### config.mk
export PLATFORM = sky130hd
export DESIGN_NAME = instr_fetch_queue
export DESIGN_NICKNAME = d
export VERILOG_FILES = /design/src/rtl/instr_fetch_queue_pkg.sv /design/src/rtl/instr_fetch_queue_ring_ram.sv /design/src/rtl/instr_fetch_queue.sv
export SDC_FILE = /design/constraint.sdc
export NUM_CORES = 2
export LEC_CHECK = 0
export BUFFER_PORTS_ARGS = -buffer_cell sky130_fd_sc_hd__buf_2
export CAP_MARGIN = 10
export CORE_MARGIN = 8
export CORE_UTILIZATION = 25
export CTS_BUF_LIST = sky130_fd_sc_hd__clkbuf_4 sky130_fd_sc_hd__clkbuf_8
export DETAILED_ROUTE_END_ITERATION = 10
export PLACE_DENSITY = 0.39
export SYNTH_ARGS = -nofsm -noshare
export SYNTH_HDL_FRONTEND = slang
export SYNTH_SLANG_ARGS = --single-unit
### constraint.sdc
create_clock -name clk -period 6.86 [get_ports clk]
set_input_delay 0.686 -clock clk [delete_from_list [all_inputs] [get_ports clk]]
set_output_delay 0.686 -clock clk [all_outputs]
set_load 0.01 [all_outputs]
### src/rtl/instr_fetch_queue_pkg.sv
// Shared types and constants for the instruction fetch queue.
// Entry layout is {fault_tag, pc, inst}; state encoding is RUN/FAULT.
package instr_fetch_queue_pkg;

  localparam int IQ_INST_WIDTH = 32;
  localparam int IQ_ADDR_WIDTH = 64;
  localparam int IQ_PC_INC     = 4;

  typedef enum logic {
    IQ_RUN   = 1'b0,
    IQ_FAULT = 1'b1
  } iq_state_e;

  typedef struct packed {
    logic                     fault;
    logic [IQ_ADDR_WIDTH-1:0] pc;
    logic [IQ_INST_WIDTH-1:0] inst;
  } iq_entry_t;

endpackage

### src/rtl/instr_fetch_queue_ring_ram.sv
// Circular entry storage with FETCH_W wrapping write ports
// and ISSUE_W wrapping read ports.
module iq_ring_ram #(
  parameter int DEPTH   = 8,
  parameter int W       = 97,
  parameter int FETCH_W = 2,
  parameter int ISSUE_W = 2,
  localparam int PW     = $clog2(DEPTH)
) (
  input  logic                 clk,
  input  logic [FETCH_W-1:0]   wen_i,
  input  logic [PW-1:0]        wr_ptr_i,
  input  logic [FETCH_W*W-1:0] wdata_i,
  input  logic [PW-1:0]        rd_ptr_i,
  output logic [ISSUE_W*W-1:0] rdata_o
);

  logic [W-1:0] mem_q [DEPTH];

  // Pointer arithmetic wraps naturally since DEPTH is a power of 2.
  always_ff @(posedge clk) begin
    for (int k = 0; k < FETCH_W; k++) begin
      if (wen_i[k]) begin
        mem_q[wr_ptr_i + PW'(k)] <= wdata_i[k*W +: W];
      end
    end
  end

  always_comb begin
    rdata_o = '0;
    for (int k = 0; k < ISSUE_W; k++) begin
      rdata_o[k*W +: W] = mem_q[rd_ptr_i + PW'(k)];
    end
  end

endmodule

### src/rtl/instr_fetch_queue.sv
// Instruction-granular fetch queue between IFU and decode.
// Optional same-cycle bypass: define INSTR_FETCH_QUEUE_BYPASS_EN.
module instr_fetch_queue
  import instr_fetch_queue_pkg::*;
#(
  parameter int INST_WIDTH = IQ_INST_WIDTH,
  parameter int ADDR_WIDTH = IQ_ADDR_WIDTH,
  parameter int DEPTH      = 8,
  parameter int FETCH_W    = 2,
  parameter int ISSUE_W    = 2
) (
  input  logic                          clk,
  input  logic                          rst,
  input  logic [FETCH_W*INST_WIDTH-1:0] inst_i,
  input  logic [$clog2(FETCH_W+1)-1:0]  inst_cnt_i,
  input  logic [ADDR_WIDTH-1:0]         pc_i,
  input  logic                          inst_valid_i,
  input  logic                          misaligned_exception_i,
  input  logic [ADDR_WIDTH-1:0]         misaligned_addr_i,
  input  logic                          ifu_flush_i,
  input  logic [$clog2(ISSUE_W+1)-1:0]  decode_accept_i,
  output logic                          instr_queue_ready_o,
  output logic [ISSUE_W*INST_WIDTH-1:0] inst_o,
  output logic [ISSUE_W*ADDR_WIDTH-1:0] pc_o,
  output logic [ISSUE_W-1:0]            inst_valid_o,
  output logic                          misaligned_exception_o,
  output logic                          misaligned_addr_valid_o,
  output logic [ADDR_WIDTH-1:0]         misaligned_addr_bypass_o,
  output logic [$clog2(DEPTH):0]        count_o
);

  localparam int PW = $clog2(DEPTH);
  localparam int CW = $clog2(DEPTH) + 1;
  localparam int EW = 1 + ADDR_WIDTH + INST_WIDTH;

  iq_state_e             state_q, state_d;
  logic [PW-1:0]         wr_ptr_q, wr_ptr_d;
  logic [PW-1:0]         rd_ptr_q, rd_ptr_d;
  logic [CW-1:0]         count_q, count_d;
  logic [ADDR_WIDTH-1:0] addr_q, addr_d;
  logic                  addr_vld_q, addr_vld_d;

  logic                  ready, enq_fire, fault_enq, bypass;
  logic                  seen_fault, head_fault;
  logic [CW-1:0]         n_enq, n_wr, n_deq, n_avail;
  logic [CW-1:0]         rd_adv, skip;
  logic [FETCH_W-1:0]    wen;
  logic [FETCH_W*EW-1:0] in_ent, wdata;
  logic [ISSUE_W*EW-1:0] rdata, out_ent;
  logic [ISSUE_W-1:0]    vld;

  assign ready = (CW'(DEPTH) - count_q >= CW'(FETCH_W))
              && (state_q == IQ_RUN);
  assign enq_fire  = inst_valid_i && ready && !ifu_flush_i;
  assign fault_enq = enq_fire && misaligned_exception_i;

`ifdef INSTR_FETCH_QUEUE_BYPASS_EN
  assign bypass = !rst && enq_fire && !misaligned_exception_i
               && (count_q == '0) && (state_q == IQ_RUN);
`else
  assign bypass = 1'b0;
`endif

  always_comb begin
    n_enq = '0;
    if (enq_fire) begin
      if (misaligned_exception_i) begin
        n_enq = CW'(1);
      end else if (int'(inst_cnt_i) > FETCH_W) begin
        n_enq = CW'(FETCH_W);
      end else begin
        n_enq = CW'(inst_cnt_i);
      end
    end
  end

  always_comb begin
    in_ent = '0;
    for (int s = 0; s < FETCH_W; s++) begin
      in_ent[s*EW +: EW] = {1'b0,
        pc_i + ADDR_WIDTH'(IQ_PC_INC * s),
        inst_i[s*INST_WIDTH +: INST_WIDTH]};
    end
  end

  // Bypassed slots consumed this cycle are skipped on the write side.
  assign skip   = bypass ? n_deq : '0;
  assign n_wr   = n_enq - skip;
  assign rd_adv = bypass ? '0 : n_deq;

  always_comb begin
    wdata = '0;
    wen   = '0;
    for (int k = 0; k < FETCH_W; k++) begin
      wen[k] = k < int'(n_wr);
      for (int s = 0; s < FETCH_W; s++) begin
        if (s == k + int'(skip)) begin
          wdata[k*EW +: EW] = in_ent[s*EW +: EW];
        end
      end
    end
    if (fault_enq) begin
      wdata[0 +: EW] = {1'b1, pc_i, {INST_WIDTH{1'b0}}};
    end
  end

  iq_ring_ram #(
    .DEPTH   (DEPTH),
    .W       (EW),
    .FETCH_W (FETCH_W),
    .ISSUE_W (ISSUE_W)
  ) u_ram (
    .clk      (clk),
    .wen_i    (wen),
    .wr_ptr_i (wr_ptr_q),
    .wdata_i  (wdata),
    .rd_ptr_i (rd_ptr_q),
    .rdata_o  (rdata)
  );

  // A fault entry is only presented at the head; it fences younger slots.
  always_comb begin
    vld        = '0;
    n_avail    = '0;
    out_ent    = '0;
    seen_fault = 1'b0;
    for (int k = 0; k < ISSUE_W; k++) begin
      if (!seen_fault && k < int'(count_q)
          && !(k > 0 && rdata[k*EW+EW-1])) begin
        vld[k]               = 1'b1;
        out_ent[k*EW +: EW]  = rdata[k*EW +: EW];
        n_avail              = n_avail + CW'(1);
      end
      if (k < int'(count_q)) begin
        seen_fault = seen_fault | rdata[k*EW+EW-1];
      end
    end
    head_fault = vld[0] & rdata[EW-1];
    if (bypass) begin
      vld        = '0;
      n_avail    = '0;
      out_ent    = '0;
      head_fault = 1'b0;
      for (int k = 0; k < ISSUE_W && k < FETCH_W; k++) begin
        if (k < int'(n_enq)) begin
          vld[k]              = 1'b1;
          out_ent[k*EW +: EW] = in_ent[k*EW +: EW];
          n_avail             = n_avail + CW'(1);
        end
      end
    end
  end

  assign n_deq = (CW'(decode_accept_i) > n_avail) ? n_avail
                                                  : CW'(decode_accept_i);

  always_comb begin
    inst_o = '0;
    pc_o   = '0;
    for (int k = 0; k < ISSUE_W; k++) begin
      inst_o[k*INST_WIDTH +: INST_WIDTH] =
        out_ent[k*EW +: INST_WIDTH];
      pc_o[k*ADDR_WIDTH +: ADDR_WIDTH] =
        out_ent[k*EW + INST_WIDTH +: ADDR_WIDTH];
    end
  end

  always_comb begin
    state_d    = state_q;
    wr_ptr_d   = wr_ptr_q + PW'(n_wr);
    rd_ptr_d   = rd_ptr_q + PW'(rd_adv);
    count_d    = count_q + n_wr - rd_adv;
    addr_d     = addr_q;
    addr_vld_d = addr_vld_q;
    if (fault_enq) begin
      state_d    = IQ_FAULT;
      addr_d     = misaligned_addr_i;
      addr_vld_d = 1'b1;
    end
    if (ifu_flush_i) begin
      state_d    = IQ_RUN;
      wr_ptr_d   = '0;
      rd_ptr_d   = '0;
      count_d    = '0;
      addr_vld_d = 1'b0;
    end
  end

  always_ff @(posedge clk or posedge rst) begin
    if (rst) begin
      state_q    <= IQ_RUN;
      wr_ptr_q   <= '0;
      rd_ptr_q   <= '0;
      count_q    <= '0;
      addr_q     <= '0;
      addr_vld_q <= 1'b0;
    end else begin
      state_q    <= state_d;
      wr_ptr_q   <= wr_ptr_d;
      rd_ptr_q   <= rd_ptr_d;
      count_q    <= count_d;
      addr_q     <= addr_d;
      addr_vld_q <= addr_vld_d;
    end
  end

  assign instr_queue_ready_o      = ready;
  assign inst_valid_o             = vld;
  assign misaligned_exception_o   = head_fault;
  assign misaligned_addr_valid_o  = addr_vld_q;
  assign misaligned_addr_bypass_o = addr_q;
  assign count_o                  = count_q;

endmodule

==> qor.yml <==
synth-seq-cells: 851
place.gp.congestion: 0.807
antenna_found_initial: 52
synth.distinct_cells: 63
nets: 5279
fin_tns_setup_ns: 0
ys_warn_count: 0
power_density_mw_per_mm2: 353
rsz0062_at_grt: "false"
syn2layout_area_growth_pct: 17.9
root_buffer: "clkbuf_8"
cts.sinks: 851
crit_path_cell_trace: "buf_4 -> buf_4 -> mux4_2 -> mux2i_1 -> nor2_1 -> buf_2"
ant_nets: 0
syn_nets: 4987
grt_pass1_wl_um: 336000
fillers: 21200
dr.pass1.iters: 6
crit_type: "register to output port"
drive_above_1_share_pct: 25.6
seq_area_mm2: 0.0251
die_h_um: 471
die_area_mm2: 0.221
drc_errors: 0
synth.area.top_cells: "edfxtp_1 (45%), mux4_2 (17%), nand2_1 (7.9%)"
critPathArrivalTime_ns: 5.06
viasPerCell: 5.51
syn_inst: 4766
grt_max_degree: 98
clockBufferDepth: 3
start_kind: "register"
synth_top_area_share_pct: 44.6
final_cells: 7927
layout_common_cells: "nand2_1 (1078), edfxtp_1 (768), o21ai_0 (621)"
worst_pin_slew_ns: 1.32
synthArstFlopShare_pct: 8.81
rows: 167
maxCapViolCount: 0
htreeDepth: 4
first_global_vias: 43300
multiInputGateArea_mm2: 0.0247
clk-insertion-delay-late_ns: 0.93
syn_area_mm2: 0.0517
die_x_um: 471
endpoint_kind: "output port"
hpwl_um: 143000
p_leak_nw: 19.8
crit_top_cell: "buf_4"
drtIter0Drc: 4204
overflow: 0
synth_largest_area_cell: "edfxtp_1"
synth_area_per_cell_um2: 10.8
start_util_pct: 25.1
cts_tree: "done"
wirelength_um: 240000
period_needed_ns: 5.75
seq_area_frac_synth_pct: 48.6
io_pins: 466
cts_resized: 0
holdCritPathClass: "primary input to register"
crit_fanout: 56
dp.cells: 7503
synth_ff_type: "edfxtp_1"
cts_made_buffers: 171
grt_usage_pct: 20.7
period_share_pct: 83.8
cp_slowest_cell: "buf_4"
setup_violations: 0
slowest_delay_ns: 0.90
critPathRequiredTime_ns: 6.17
status: "completed"
slew_violations: 0
max_freq_mhz: 174
core_area_mm2: 0.206
dr_total_vias: 43700
wl_per_cell_um: 30.2
rrSetupSlack_ns: 1.99
final_common_cell: "nand2_1"
peakVddDrop_mv: 0.506
clkSlewWorstSetupHoldPaths_ns: 0.06
port_buffers: 465
synth_edf_count: 768
fin_worst_skew_ns: 0.0658
final_util_pct: 29.5
hold_viol: 0
slew_headroom_pct: 11.3
-- sequential cells by signal (all words and copies together), names as in the netlist --
register / flops
rd_ptr_q: 3
u_ram.mem_q: 776
wr_ptr_q: 3
misaligned_addr_bypass_o: 64
state_q: 1
count_o: 4
-- cell usage after synthesis (6+ instances only) --
cell      instances
a21o_1           13
buf_2            77
o311ai_0          6
edfxtp_1        768
nand4_1          33
a21oi_1         241
and4_1           16
or3_1            23
nor4_1           16
inv_1            26
nor3_1           26
mux4_2          388
a22o_1           75
o21ai_0         621
and2_1           31
a31o_2            8
nor2_1          141
nand3_1          68
dfxtp_1           8
ha_1             16
nand2_1        1087
xor2_1            9
o32ai_1           8
xnor2_1           9
dfrtp_1          75
and3_1           37
a31oi_1         125
mux2i_1          97
nor2b_1           8
o31ai_1         176
buf_1            92
nand2b_1          9
nor3_2           12
clkbuf_2         20
clkbuf_1        345
-- layout make-up --
| class | count | share of cell area [%] |
|---|---|---|
| antenna | 28 | 0.115 |
| clock buffer | 247 | 4.93 |
| clock inverter | 63 | 0.667 |
| inverter | 27 | 0.168 |
| multi-input combinational | 3349 | 40.5 |
| sequential | 851 | 41.2 |
| tap | 2704 | 5.55 |
| timing repair buffer | 658 | 6.83 |
-- report_power, final --
group,internal [mW],switching [mW],total (mW)
logic,3.63,5.98,9.62
clock network,2.93,2.53,5.45
registers,6.09,0.339,6.43
-- critical path: cells and delay by family (launching register included) --
family,cells,cell delay (ns)
buffers and inverters,3,1.85
AND/OR/NAND/NOR,1,0.10
flip-flops,1,0.89
multiplexers,2,1.17
-- per-layer routing --
layer  track usage [%]  wire length, um  up-vias
met5                 0               76        -
met4              6.91             7890       12
met3              4.63            20200      434
met2              33.2           110000     2140
met1              27.7           102000    22400
li1                  -                -    18700
-- repair_timing --
action / CTS / global route
endpoints found under the setup margin: 0 / 0
hold buffers: 85 / 0
buffers inserted: 0 / 0
endpoints found under the hold margin: 134 / 0
-- metrics by stage --
step | hold slack (ns) | total power [mW] | instance area (um^2) | setup WS, ns
final | 0.111 | 21.5 | 60900 | 1.11
after global routing | 0.0554 | 22.6 | 60900 | 0.789
after CTS | 0.00221 | 21.9 | 60800 | 0.929
after detailed placement | 0.457 | 16.3 | 56600 | 1.90
after global placement | 0.454 | 16.3 | 56600 | 1.92
after floorplan | 0.456 | 12.0 | 51700 | 1.94
-- final timing paths --
check / startpoint / endpoint / depth (start not counted)
hold / removal: inst_i[3] / u_ram.mem_q[3][3] / 2
min in group asynchronous: rst / misaligned_addr_bypass_o[61] / 3
setup reg to reg: wr_ptr_q[0] / u_ram.mem_q[5][55] / 6
max in group asynchronous: rst / rd_ptr_q[1] / 4
setup / recovery: rd_ptr_q[0] / pc_o[35] / 6
hold reg to reg: misaligned_addr_bypass_o[43] / misaligned_addr_bypass_o[43] / 2
-- cells by family after synthesis --
group / Yosys count / synth area share (%)
AND/OR/NAND/NOR: 1542 / 13.0
AO/OA/AOI/OAI: 1284 / 14.4
flip-flops: 851 / 48.6
buffers and inverters: 566 / 4.38
multiplexers: 485 / 18.8
adder cells (fa/ha/maj): 20 / 0.542
XOR/XNOR: 18 / 0.305
(Power assumes the default switching activity.)
